**config.mk**
```make
export PLATFORM = sky130hd
export DESIGN_NAME = multdiv_sequencer
export DESIGN_NICKNAME = d
export VERILOG_FILES = /design/src/rtl/multdiv_sequencer.sv
export SDC_FILE = /design/constraint.sdc
export NUM_CORES = 1
export LEC_CHECK = 0
export ABC_AREA = 1
export BUFFER_PORTS_ARGS = -buffer_cell sky130_fd_sc_hd__buf_4
export CORE_AREA = 2 2 102 104
export CTS_CLUSTER_DIAMETER = 100
export DETAILED_ROUTE_END_ITERATION = 6
export DIE_AREA = 0 0 104 106
export MAX_ROUTING_LAYER = met4
export PLACE_DENSITY = 0.91
export SLEW_MARGIN = 0
export SYNTH_ARGS = -nofsm -noshare
export SYNTH_HDL_FRONTEND = slang
export SYNTH_SLANG_ARGS = --single-unit
```
**constraint.sdc**
```tcl
create_clock -name clock_i -period 9.4 [get_ports clock_i]
set_clock_uncertainty 0.2 [all_clocks]
set_input_delay 1.88 -clock clock_i [delete_from_list [all_inputs] [get_ports clock_i]]
set_output_delay 1.88 -clock clock_i [all_outputs]
set_load 0.05 [all_outputs]
```
**src/rtl/multdiv_sequencer.sv**
```systemverilog
// Issue/stall sequencer between pipeline X stage and the multdiv unit: accepts one
// request in IDLE, pulses ctrl for one cycle, waits for a qualified RDY (or times out), writes back once.
module multdiv_sequencer #(
  parameter int MIN_WAIT   = 1,
  parameter int MAX_CYCLES = 40,
  parameter int EXC_REG    = 30,
  parameter int MULT_CODE  = 4,
  parameter int DIV_CODE   = 5
) (
  input  logic        clock_i,
  input  logic        reset_i,
  input  logic        start_mult_i,
  input  logic        start_div_i,
  input  logic [31:0] op_a_i,
  input  logic [31:0] op_b_i,
  input  logic [4:0]  dest_reg_i,
  output logic        md_ctrl_MULT_o,
  output logic        md_ctrl_DIV_o,
  output logic [31:0] md_operandA_o,
  output logic [31:0] md_operandB_o,
  input  logic [31:0] md_result_i,
  input  logic        md_exception_i,
  input  logic        md_resultRDY_i,
  output logic        stall_o,
  output logic        wb_valid_o,
  output logic [4:0]  wb_reg_o,
  output logic [31:0] wb_data_o
);

  localparam int CW = $clog2(MAX_CYCLES + 1);

  typedef enum logic [1:0] {S_IDLE, S_ISSUE, S_WAIT, S_DONE} state_t;

  state_t      state_q, state_d;
  logic [CW-1:0] cnt_q, cnt_d;
  logic [31:0] op_a_q, op_a_d, op_b_q, op_b_d;
  logic [4:0]  dest_q, dest_d;
  logic        is_div_q, is_div_d;
  logic        ctrl_mult_q, ctrl_mult_d, ctrl_div_q, ctrl_div_d;
  logic        wb_valid_q, wb_valid_d;
  logic [4:0]  wb_reg_q, wb_reg_d;
  logic [31:0] wb_data_q, wb_data_d;

  logic accept, rdy_ok, timeout;

  assign accept  = (state_q == S_IDLE) && (start_mult_i || start_div_i);
  // RDY seen too soon after the pulse may belong to the previous operation
  assign rdy_ok  = (cnt_q >= CW'(MIN_WAIT)) && md_resultRDY_i;
  assign timeout = (cnt_q == CW'(MAX_CYCLES - 1));

  always_ff @(posedge clock_i or posedge reset_i) begin
    if (reset_i) begin
      state_q     <= S_IDLE;
      cnt_q       <= '0;
      op_a_q      <= '0;
      op_b_q      <= '0;
      dest_q      <= '0;
      is_div_q    <= 1'b0;
      ctrl_mult_q <= 1'b0;
      ctrl_div_q  <= 1'b0;
      wb_valid_q  <= 1'b0;
      wb_reg_q    <= '0;
      wb_data_q   <= '0;
    end else begin
      state_q     <= state_d;
      cnt_q       <= cnt_d;
      op_a_q      <= op_a_d;
      op_b_q      <= op_b_d;
      dest_q      <= dest_d;
      is_div_q    <= is_div_d;
      ctrl_mult_q <= ctrl_mult_d;
      ctrl_div_q  <= ctrl_div_d;
      wb_valid_q  <= wb_valid_d;
      wb_reg_q    <= wb_reg_d;
      wb_data_q   <= wb_data_d;
    end
  end

  always_comb begin
    state_d = state_q;
    case (state_q)
      S_IDLE:  if (accept) state_d = S_ISSUE;
      S_ISSUE: state_d = S_WAIT;
      S_WAIT:  if (rdy_ok || timeout) state_d = S_DONE;
      S_DONE:  state_d = S_IDLE;
      default: state_d = S_IDLE;
    endcase
  end

  always_comb begin
    cnt_d       = cnt_q;
    op_a_d      = op_a_q;
    op_b_d      = op_b_q;
    dest_d      = dest_q;
    is_div_d    = is_div_q;
    ctrl_mult_d = 1'b0;
    ctrl_div_d  = 1'b0;
    wb_valid_d  = 1'b0;
    wb_reg_d    = wb_reg_q;
    wb_data_d   = wb_data_q;
    case (state_q)
      S_IDLE: begin
        if (accept) begin
          op_a_d      = op_a_i;
          op_b_d      = op_b_i;
          dest_d      = dest_reg_i;
          is_div_d    = !start_mult_i;
          ctrl_mult_d = start_mult_i;
          ctrl_div_d  = !start_mult_i;
        end
      end
      S_ISSUE: cnt_d = '0;
      S_WAIT: begin
        cnt_d = cnt_q + 1'b1;
        if (rdy_ok || timeout) begin
          wb_valid_d = 1'b1;
          if (rdy_ok && !md_exception_i) begin
            wb_reg_d  = dest_q;
            wb_data_d = md_result_i;
          end else begin
            wb_reg_d  = 5'(EXC_REG);
            wb_data_d = is_div_q ? 32'(DIV_CODE) : 32'(MULT_CODE);
          end
        end
      end
      default: ;
    endcase
  end

  assign stall_o        = accept || (state_q == S_ISSUE) || (state_q == S_WAIT);
  assign md_ctrl_MULT_o = ctrl_mult_q;
  assign md_ctrl_DIV_o  = ctrl_div_q;
  assign md_operandA_o  = op_a_q;
  assign md_operandB_o  = op_b_q;
  assign wb_valid_o     = wb_valid_q;
  assign wb_reg_o       = wb_reg_q;
  assign wb_data_o      = wb_data_q;

endmodule

```
==> results of run 1 <==
## worst min path at each step
stage                     slack (ns)  cells past startpoint           endpoint         startpoint
after global placement          0.26                      2  md_operandA_o[21]  md_operandA_o[21]
after CTS                       0.27                      2   md_operandB_o[6]   md_operandB_o[6]
after floorplan                 0.24                      2          dest_q[0]          dest_q[0]
after global routing            0.29                      2  md_operandB_o[20]  md_operandB_o[20]
final                           0.27                      2   md_operandB_o[6]   md_operandB_o[6]
after detailed placement        0.26                      2  md_operandB_o[20]  md_operandB_o[20]
## worst max-delay path, cell delays in order
cell	delay, ns
buf_4	0.08
inv_1	0.07
a21oi_4	0.14
buf_4	0.56
inv_2	0.61
nand2_1	0.19
buf_4	0.22
## area by class of cell
| cell class | count | area share [%] |
|---|---|---|
| Clock buffer | 21 | 6.57 |
| Clock inverter | 9 | 2.09 |
| Inverter | 23 | 1.24 |
| Multi-Input combinational cell | 376 | 23.8 |
| Sequential cell | 118 | 41.4 |
| Tap cell | 136 | 2.38 |
| Timing Repair Buffer | 214 | 22.5 |
## sequential cells by signal, indices dropped and copies added, names as in the netlist, 2 cells and up
| register | flops |
|---|---|
| md_operandA_o | 32 |
| md_operandB_o | 32 |
| wb_data_o | 32 |
| cnt_q | 6 |
| dest_q | 5 |
| wb_reg_o | 5 |
| state_q | 2 |
## per-stage QoR
stage / cells / setup WS [ns] / hold WS, ns / instance area (um^2) / total power, W
after floorplan: 547 / 4.19 / 0.242 / 4920 / 0.00207
after global placement: 867 / 3.56 / 0.257 / 6520 / 0.00253
after detailed placement: 867 / 3.49 / 0.261 / 6520 / 0.00258
after CTS: 897 / 3.49 / 0.274 / 7140 / 0.00326
after global routing: 897 / 3.29 / 0.292 / 7140 / 0.00341
final: 897 / 3.48 / 0.268 / 7140 / 0.00324
## power by group through the flow
| stage | logic (W) | registers [W] | clock network [W] |
|---|---|---|---|
| 6_report | 0.00169 | 0.000883 | 0.000666 |
| 5_1_grt | 0.00179 | 0.000910 | 0.000708 |
| 4_1_cts | 0.00170 | 0.000881 | 0.000677 |
| 3_5_place_dp | 0.00170 | 0.000882 | 0 |
| 3_3_place_gp | 0.00165 | 0.000876 | 0 |
| 2_1_floorplan | 0.000474 | 0.00160 | 0 |
## layout by cell type, fill, tap and decap left out, drive strengths merged
| cell type | instances |
|---|---|
| clkbuf | 21 |
| inv | 23 |
| a21oi | 4 |
| o21ai | 7 |
| xor2 | 1 |
| buf | 214 |
| nand4 | 33 |
| dfrtp | 118 |
| nand3b | 2 |
| nor2 | 12 |
| clkinv | 5 |
| ha | 6 |
| nand3 | 14 |
| bufinv | 4 |
| nand2 | 297 |
## per-layer routing
metal  share of wire (%)  vias to the layer above  track usage [%]
met5                   0                        -                -
met4                 2.7                        0             11.9
met3                 7.2                       32             7.85
met2                  49                      206             37.2
met1                  41                     2082             27.6
li1                    -                     2115                -
## cell families after synthesis
group | after synthesis | synth area share (%)
AO/OA/AOI/OAI | 11 | 1.42
XOR/XNOR | 1 | 0.178
adder cells (fa/ha/maj) | 6 | 1.53
buffers and inverters | 53 | 5.54
flip-flops | 118 | 60.0
AND/OR/NAND/NOR | 358 | 31.3
==> metrics.md, run 1 <==
| Metric | Value |
|---|---|
| Fin crit period | `5.92 ns` |
| Drt pass-1 iters | `5` |
| Slew Limit Fails | `0` |
| Worst skew pair latency | `0.51 ns` |
| DRT Wirelength | `12300 um` |
| Final setup fails | `0` |
| Sw Ratio | `48.8%` |
| Seq. cell area | `2950 um^2` |
| Die ar. | `11000 um^2` |
| Post-CTS setup buffers | `0` |
| Setup TNS | `0 ns` |
| Clock transition at the registers of the reported paths | `0.05 ns` |
| Nets | `863` |
| Clock power share | `20.6%` |
| Layout Utilization | `71.4%` |
| Pwr Density | `454 nW/um^2` |
| Initial cell density of the core | `49.2%` |
| Crit Path Category | `input port to primary output` |
| Largest area contributor in the netlist | `dfrtp_1` |
| Mapped Nets | `660` |
| Sink Count | `118` |
| Worst-path maximum fanout | `76` |
| CTS resizes | `0` |
| Mean post-synth cell area | `8.99 um^2` |
| Total CTS buffers | `17` |
| Wire length per cell | `13.7 um` |
| Multi-input gate area | `~1700 um^2` |
| Area grow syn2layout | `45.1%` |
| Unrepaired setup endpoints after global routing | `no` |
| Top-Level Pins | `212` |
| CTS Hold Bufs | `0` |
| Largest net degree at the start of global routing | `77` |
| Synth top area share | `60.0%` |
| Remaining global-route overflow | `0` |
| Fin crit share | `between 60 and 70%` |
| Post-synthesis instance total | `547` |
| Hold Path Class | `flip-flop to flip-flop` |
| Port Buf Inserts | `roughly 210` |
| R2R depth | `8` |
| First-pass GRT wire length | `20100 um` |
| Critical Path Start | `start_mult_i` |
| CP Data Arrival Time | `3.84 ns` |
| Vias per inst | `approximately 4.9` |
| CTS Buffer Depth | `2` |
| Net Switching | `0.00158 W` |
| Vias in the first global route | `4372` |
| Number of synthesized flops with an enable pin | `0` |
| Fmax | `around 170 MHz` |
| Ranking of synthesized cells by area | `dfrtp_1 60%, nand2_1 22%, nand4_1 4.1%` |
| Max Cap Viol | `0` |
| Via count | `4435` |
| Layout cell share with drive strength beyond 1 | `approximately a third` |
| Final GP Congestion | `0.830` |
| Crit Reg-Reg Startpoint | `state_q[1]` |
| Core ar. | `10000 um^2` |
| Gr usage total | `a little under a quarter` |
| Req. time, crit path | `7.32 ns` |
| Status | `complete, no violations` |
| Sequential Power Share | `27.3%` |
| Slew @ Worst Pin | `roughly 1.1 ns` |
| Max VDD drop | `279 uV` |
| Count leader, synth | `nand2_1` |
| Root Driver | `clkbuf_8` |
| Seq cells post-synth | `118` |
| HPWL after DPL | `8550 um` |
| Synth cell types | `26` |
| Part of the Yosys area used for sequential elements | `60.0%` |
| Fillers | `around 730` |
| Die Y | `106 um` |
| Synth warn | `0` |
| FF-to-FF End | `md_operandB_o[30]` |
| Die X | `104 um` |
| # DRC | `0` |
| TritonCTS clock tree | `done` |
| Slew HR | `24.0%` |
| Antenna violations before repair | `0` |
| Internal power | `0.00166 W` |
| CP Launch Type | `input port` |
| Setup slack, reg-to-reg | `6.64 ns` |
| Number of placement rows | `37` |
| Asr flop ratio synth | `100%` |
| Netlist Area Pre-Place | `~4900 um^2` |
| Comb pwr share | `a little over half` |
| Pleak | `4.00 nW` |
| CP endpoint kind | `primary output` |
| CP Capture Point | `stall_o` |
| Post-DRT Antenna Nets | `0` |
| Synth cell count leaders | `282 x nand2_1, 118 x dfrtp_1, 32 x nand4_1` |
| Final Hold Viols | `0` |
| # diodes | `0` |
| H-tree levels | `4` |
| Number of DRC markers in iteration 0 | `299` |
| Ys flop type | `dfrtp_1` |
Note: power is estimated with default switching activity, not from simulation.
==> run 2: changes to the inputs <==
--- a/config.mk
+++ b/config.mk
@@ -5,14 +5,14 @@
 export SDC_FILE = /design/constraint.sdc
 export NUM_CORES = 1
 export LEC_CHECK = 0
-export ABC_AREA = 1
+export ABC_AREA = 0
 export BUFFER_PORTS_ARGS = -buffer_cell sky130_fd_sc_hd__buf_4
-export CORE_AREA = 2 2 102 104
+export CORE_AREA = 2 2 109 111
 export CTS_CLUSTER_DIAMETER = 100
 export DETAILED_ROUTE_END_ITERATION = 6
-export DIE_AREA = 0 0 104 106
+export DIE_AREA = 0 0 111 113
 export MAX_ROUTING_LAYER = met4
-export PLACE_DENSITY = 0.91
+export PLACE_DENSITY = 0.84
 export SLEW_MARGIN = 0
 export SYNTH_ARGS = -nofsm -noshare
 export SYNTH_HDL_FRONTEND = slang
==> constraint.sdc (replaced) <==
create_clock -name clock_i -period 4.8 [get_ports clock_i]
set_clock_uncertainty 0.2 [all_clocks]
set_input_delay 0.96 -clock clock_i [delete_from_list [all_inputs] [get_ports clock_i]]
set_output_delay 0.96 -clock clock_i [all_outputs]
set_load 0.05 [all_outputs]
==> run 2 against run 1 <==
  * Synthesized area down 1.9%
  * Cell count down 18%
  * Setup slack lost 1.4 ns
  * Sequential cell count is the same
  * Core utilization is 7.9 points lower
  * Final area increased by 0.21%
  * Critical path depth decreased by 2
  * Global-route usage fell by 4.7 points
  * Wire length fell by 9.1%
  * Count of clock-buffer cells in the layout rose by 3
  * Via count is 21% lower
  * Die area increased by 14%
==> metrics.md, run 2 <==
| Metric | Value |
|---|---|
| Status | `complete, no violations` |
| Layout cell share with drive strength beyond 1 | `53.9% (+19 points)` |
| Initial cell density of the core | `42.8% (-6.4 points)` |
| Dpl cell area | `6540 um^2 (+0.33%)` |
| CP endpoint kind | `primary output` |
| Part of the Yosys area used for sequential elements | `61.2% (+1.2 points)` |
| Worst-path maximum fanout | `9 (-88%)` |
| Worst skew pair latency | `0.40 ns (-0.11 ns)` |
| HPWL after DPL | `8000 um (-6.4%)` |
| Asr flop ratio synth | `100% (unchanged)` |
| Number of DRC markers in iteration 0 | `137 (-54%)` |
| DRT Wirelength | `11100 um (-9.1%)` |
| Hold Path Class | `flip-flop to flip-flop` |
| Worst path max stage delay | `0.39 ns (-0.22 ns)` |
| Vias in the first global route | `3759 (-14%)` |
| Via count | `3486 (-21%)` |
| Antenna violations before repair | `0 (unchanged)` |
| Commonest non-fill, non-tap cell in the layout | `buf_4` |
| Slew Limit Fails | `0 (unchanged)` |
| Req. time, crit path | `3.64 ns (-3.68 ns)` |
| Largest area contributor in the netlist | `dfrtp_1` |
| Post-CTS setup buffers | `0 (unchanged)` |
| Final hold slack | `0.295 ns (+0.0273 ns)` |
| Met2 Wirelength | `5840 um (-3.2%)` |
| Area grow syn2layout | `48.2%` |
| Vias per inst | `4.74 (-4.1%)` |
| Commonest cells after routing, fill and taps aside | `215 x buf_4, 118 x dfrtp_1, 70 x mux2_2, 38 x nand2_1, 38 x inv_1` |
| Synth cell types | `31 (+19%)` |
| Metal3 WL | `773 um (-12%)` |
| Fin crit period | `2.75 ns` |
| Post-route cell area | `7150 um^2 (+0.21%)` |
| Root Driver | `clkbuf_16` |
| Clock transition at the registers of the reported paths | `0.05 ns (about the same)` |
| Port Buf Inserts | `211 (unchanged)` |
| Cell Chain, Critical Path | `inv_1 -> ha_1 -> nor2_1 -> nand2_1 -> buf_4` |
| Fillers | `855 (+18%)` |
| Synth top area share | `61.2% (+1.2 points)` |
| Final Hold Viols | `0 (unchanged)` |
| Synth cell count leaders | `118 x dfrtp_1, 70 x mux2_2, 39 x inv_1` |
| Mean post-synth cell area | `13.4 um^2 (+49%)` |
| Crit Path Category | `flip-flop to primary output` |
| Fmax | `364 MHz` |
| Final GP Congestion | `0.761 (-8.3%)` |
| Count leader, synth | `dfrtp_1` |
| Unrepaired setup endpoints after global routing | `no` |
| Number of synthesized flops with an enable pin | `0 (unchanged)` |
| Remaining global-route overflow | `0 (unchanged)` |
| CTS resizes | `0 (unchanged)` |
| Fin crit share | `57.3%` |
| Slew HR | `24.7% (+0.63 points)` |
| TritonCTS clock tree | `done` |
| Final setup fails | `0 (unchanged)` |
| Total CTS buffers | `17 (unchanged)` |
| H-tree levels | `4 (unchanged)` |
| M1 WL | `4310 um (-14%)` |
| # diodes | `0 (unchanged)` |
| Nets | `692 (-20%)` |
| Setup TNS | `0 ns (unchanged)` |
| Wire length per cell | `15.2 um (+11%)` |
| CP Data Arrival Time | `1.59 ns (-2.25 ns)` |
| Max Cap Viol | `0 (unchanged)` |
| Die Y | `113 um (+6.6%)` |
| Sink Count | `118 (unchanged)` |
| Core ar. | `11300 um^2 (+13%)` |
| Post-synthesis instance total | `361 (-34%)` |
| Die X | `111 um (+6.7%)` |
| Ys flop type | `dfrtp_1` |
| Mapped Nets | `474 (-28%)` |
| Top layer in use | `met4` |
| Seq cells post-synth | `118 (unchanged)` |
| Post-DRT Antenna Nets | `0 (unchanged)` |
| Ranking of synthesized cells by area | `dfrtp_1 61%, mux2_2 16%, mux2i_1 6.6%` |
| Netlist Area Pre-Place | `4830 um^2 (-1.9%)` |
| CP Launch Type | `flip-flop` |
| CTS Buffer Depth | `2 (unchanged)` |
| # DRC | `0 (unchanged)` |
| CTS Hold Bufs | `0 (unchanged)` |
| Gr usage total | `19.1% (-4.7 points)` |
| Number of placement rows | `39 (+5.4%)` |
| Slowest-stage cell, CP | `dfrtp_1` |
| Slew @ Worst Pin | `1.13 ns (-0.00814 ns)` |
| Die ar. | `12500 um^2 (+14%)` |
| Drt pass-1 iters | `5 (unchanged)` |
| Top-Level Pins | `212 (unchanged)` |
| Synth warn | `0 (unchanged)` |
| First-pass GRT wire length | `18200 um (-9.6%)` |
| Largest net degree at the start of global routing | `94 (+22%)` |
[run 2: cells by family (layout without fill, tap and decap cells)]
kind of cell / Yosys count / count (layout) / synth area share (%)
buffers and inverters: 55 / 286 / 4.95
AO/OA/AOI/OAI: 13 / 13 / 1.74
AND/OR/NAND/NOR: 59 / 59 / 5.78
XOR/XNOR: 1 / 1 / 0.182
multiplexers: 109 / 109 / 24.6
flip-flops: 118 / 118 / 61.2
adder cells (fa/ha/maj): 6 / 6 / 1.56
[run 2: worst paths after layout]
check,cells after the start,slack [ns],endpoint,startpoint
max in group asynchronous,3,2.75,wb_data_o[3],reset_i
max,5,2.05,stall_o,state_q[0]
min in group asynchronous,2,0.63,md_operandB_o[29],reset_i
min reg2reg,1,0.29,wb_reg_o[4],wb_reg_o[4]
max reg2reg,7,2.12,wb_data_o[25],cnt_q[0]
min,1,0.29,wb_reg_o[4],wb_reg_o[4]
[run 2: per-layer routing]
layer,track usage [%],up-vias
met5,-,-
met1,21.2,1691
li1,-,1626
met4,8.67,0
met3,6.05,24
met2,31.7,145
[run 2: per-stage QoR]
stage	worst slack [ns]	std cells	utilization [%]
floorplan	0.511	361	-
global placement	1.96	703	58.0
detailed placement	1.87	703	58.0
CTS	2.01	735	63.5
global route	1.92	735	63.5
finish	2.05	735	63.5
[run 2: critical path: cells and delay by family (launching register included)]
family	cells	cell delay, ns
adders and majority gates	1	0.36
buffers and inverters	2	0.27
DFF	1	0.39
and+or+nand+nor	2	0.17
[run 2: cell type report]
cell class                      instances  area [um^2]  area share [%]
Clock buffer                           24          492            6.87
Clock inverter                          8          120            1.68
Inverter                               39          149            2.08
Multi-Input combinational cell        188         1650            23.0
Sequential cell                       118         2950            41.3
Tap cell                              143          179            2.50
Timing Repair Buffer                  215         1610            22.6
Power of run 2 is left out: the tool's default activity adds up to more than one toggle a clock period on the data nets, which glitch-free logic cannot reach.
==> run 3: changes to the inputs <==
--- a/config.mk
+++ b/config.mk
@@ -5,12 +5,12 @@
 export SDC_FILE = /design/constraint.sdc
 export NUM_CORES = 1
 export LEC_CHECK = 0
-export ABC_AREA = 0
+export ABC_AREA = 1
 export BUFFER_PORTS_ARGS = -buffer_cell sky130_fd_sc_hd__buf_4
-export CORE_AREA = 2 2 109 111
+export CORE_AREA = 2 2 110 112
 export CTS_CLUSTER_DIAMETER = 100
 export DETAILED_ROUTE_END_ITERATION = 6
-export DIE_AREA = 0 0 111 113
+export DIE_AREA = 0 0 112 114
 export MAX_ROUTING_LAYER = met4
 export PLACE_DENSITY = 0.84
 export SLEW_MARGIN = 0
==> constraint.sdc (replaced) <==
create_clock -name clock_i -period 2.5 [get_ports clock_i]
set_clock_uncertainty 0.2 [all_clocks]
set_input_delay 0.5 -clock clock_i [delete_from_list [all_inputs] [get_ports clock_i]]
set_output_delay 0.5 -clock clock_i [all_outputs]
set_load 0.05 [all_outputs]
==> run 3 against run 2 <==
  * Register-to-register slack worse by 1.5 ns
  * Sequential share of layout area is 0.50 points lower
  * Count of clock-buffer cells in the layout decreased by 4
  * Non-clock buffer count rose by 7
  * Final area up 1.2%
  * Via count is 24% higher
  * First-iteration DRC count rose by 65%
  * Wire length is 8.8% higher
  * Setup slack got worse by 1.8 ns
  * Core utilization down 1.6 points
  * Critical path type unchanged
==> metrics.md, run 3 (synthesis results as in run 1) <==
| Metric | Value |
|---|---|
| Layout Utilization | `61.8% (-1.6 points)` |
| Slew @ Worst Pin | `0.650 ns (-0.480 ns)` |
| Gr usage total | `20.2% (+1.2 points)` |
| Final GP Congestion | `0.761 (about the same)` |
| # DRC | `0 (unchanged)` |
| Number of placement rows | `40 (+2.6%)` |
| Drt pass-1 iters | `5 (unchanged)` |
| Fin crit share | `between 90% and 100%` |
| Setup TNS | `0 ns (unchanged)` |
| Max VDD drop | `1030 uV` |
| Sink Count | `118 (unchanged)` |
| Hold Path Class | `input port to flip-flop` |
| Initial cell density of the core | `42.0% (-0.80 points)` |
| Worst-path maximum fanout | `3 (-6)` |
| Slew Limit Fails | `0 (unchanged)` |
| Antenna violations before repair | `0 (unchanged)` |
| TritonCTS clock tree | `done` |
| Unrepaired setup endpoints after global routing | `no` |
| Wire length per cell | `13.2 um (-13%)` |
| Slew HR | `56.7% (+32 points)` |
| Die Y | `114 um (+0.88%)` |
| CTS Hold Bufs | `1 (+1)` |
| DRT Wirelength | `12100 um (+8.8%)` |
| Fmax | `around 440 MHz` |
| Clock transition at the registers of the reported paths | `0.06 ns (about the same)` |
| H-tree levels | `4 (unchanged)` |
| Core ar. | `11700 um^2 (+3.9%)` |
| Final setup fails | `0 (unchanged)` |
| Die ar. | `12800 um^2 (+1.8%)` |
| Largest net degree at the start of global routing | `66 (-30%)` |
| Top-Level Pins | `212 (unchanged)` |
| CP endpoint kind | `primary output` |
| Post-CTS setup buffers | `0 (unchanged)` |
| Die X | `112 um (+0.90%)` |
| Remaining global-route overflow | `0 (unchanged)` |
| Root Driver | `clkbuf_16` |
| HPWL after DPL | `8570 um (+7.1%)` |
| Number of DRC markers in iteration 0 | `226 (+65%)` |
| Crit Path Category | `flip-flop to primary output` |
| Seq. cell area | `2950 um^2 (unchanged)` |
| Fin crit period | `2.29 ns` |
| Final Hold Viols | `0 (unchanged)` |
| Max Cap Viol | `0 (unchanged)` |
| Total CTS buffers | `17 (unchanged)` |
| CTS resizes | `0 (unchanged)` |
| Nets | `871 (+26%)` |
| Vias in the first global route | `4291 (+14%)` |
| Pwr Density | `1670 nW/um^2` |
| CP Launch Type | `flip-flop` |
| Area grow syn2layout | `47.2%` |
| Layout cell share with drive strength beyond 1 | `35.8% (-18 points)` |
| CTS Buffer Depth | `2 (unchanged)` |
| Post-DRT Antenna Nets | `0 (unchanged)` |
| Via count | `4333 (+24%)` |
| Non-filler cells, final | `918 (+25%)` |
| Port Buf Inserts | `211 (unchanged)` |
| Commonest non-fill, non-tap cell in the layout | `nand2_1` |
| First-pass GRT wire length | `20200 um (+11%)` |
| Status | `complete, no violations` |
| Commonest cells after routing, fill and taps aside | `282 x nand2_1, 217 x buf_4, 118 x dfrtp_1, 32 x nand4_1, 20 x inv_1` |
| CP Data Arrival Time | `1.59 ns (about the same)` |
| Vias per inst | `4.72 (-0.48%)` |
| Pleak | `between 4 and 5 nW` |
| Fillers | `1010 (+18%)` |
| Req. time, crit path | `1.80 ns (-1.84 ns)` |
| # diodes | `0 (unchanged)` |
| Worst skew pair latency | `0.40 ns (about the same)` |
| Placed insts | `885 (+26%)` |
| Total power | `0.0121 W` |
| Multi-input gate area | `1700 um^2 (+3.3%)` |
[run 3: area by class of cell]
class                      instances  area share (%)
clock inverter                    12            1.75
clock buffer                      20            6.45
multi-input combinational        376            23.5
timing repair buffer             222            23.7
sequential                       118            40.8
tap                              147            2.54
inverter                          23            1.24
[run 3: where the power goes]
group          switching (W)  total (W)  internal [W]
combinational        0.00459    0.00637       0.00179
sequential          0.000496    0.00329       0.00280
clock               0.000858    0.00240       0.00154
[run 3: final timing paths]
| path | cells after the start | to | slack, ns | from |
|---|---|---|---|---|
| max | 7 | stall_o | 0.21 | state_q[1] |
| min | 3 | md_operandB_o[15] | 0.09 | op_b_i[15] |
| max reg2reg | 8 | md_operandA_o[0] | 0.60 | state_q[1] |
| min reg2reg | 2 | md_operandB_o[12] | 0.27 | md_operandB_o[12] |
| max in group asynchronous | 4 | wb_reg_o[2] | 0.99 | reset_i |
| min in group asynchronous | 3 | md_operandA_o[2] | 0.49 | reset_i |
[run 3: critical path: stages, from the launching register on]
cell	delay, ns
dfrtp_1	0.40
inv_1	0.09
ha_1	0.19
inv_1	0.08
a21oi_4	0.14
inv_2	0.05
nand2_1	0.05
buf_4	0.19
[run 3: per-stage QoR]
stage | setup slack [ns] | area, um^2 | hold WS [ns]
after floorplan | 0.246 | 4920 | 0.242
after global placement | 0.632 | 6640 | 0.254
after detailed placement | 0.597 | 6640 | 0.259
after CTS | 0.187 | 7240 | 0.0752
after global routing | 0.0860 | 7240 | 0.0777
final | 0.207 | 7240 | 0.0906
[run 3: per-layer routing]
layer	track usage [%]	up-vias	routed length, um
met4	7.89	0	194
li1	-	2132	-
met3	5.79	15	876
met1	25.0	2022	5090
met5	-	-	0
met2	31.8	164	5970
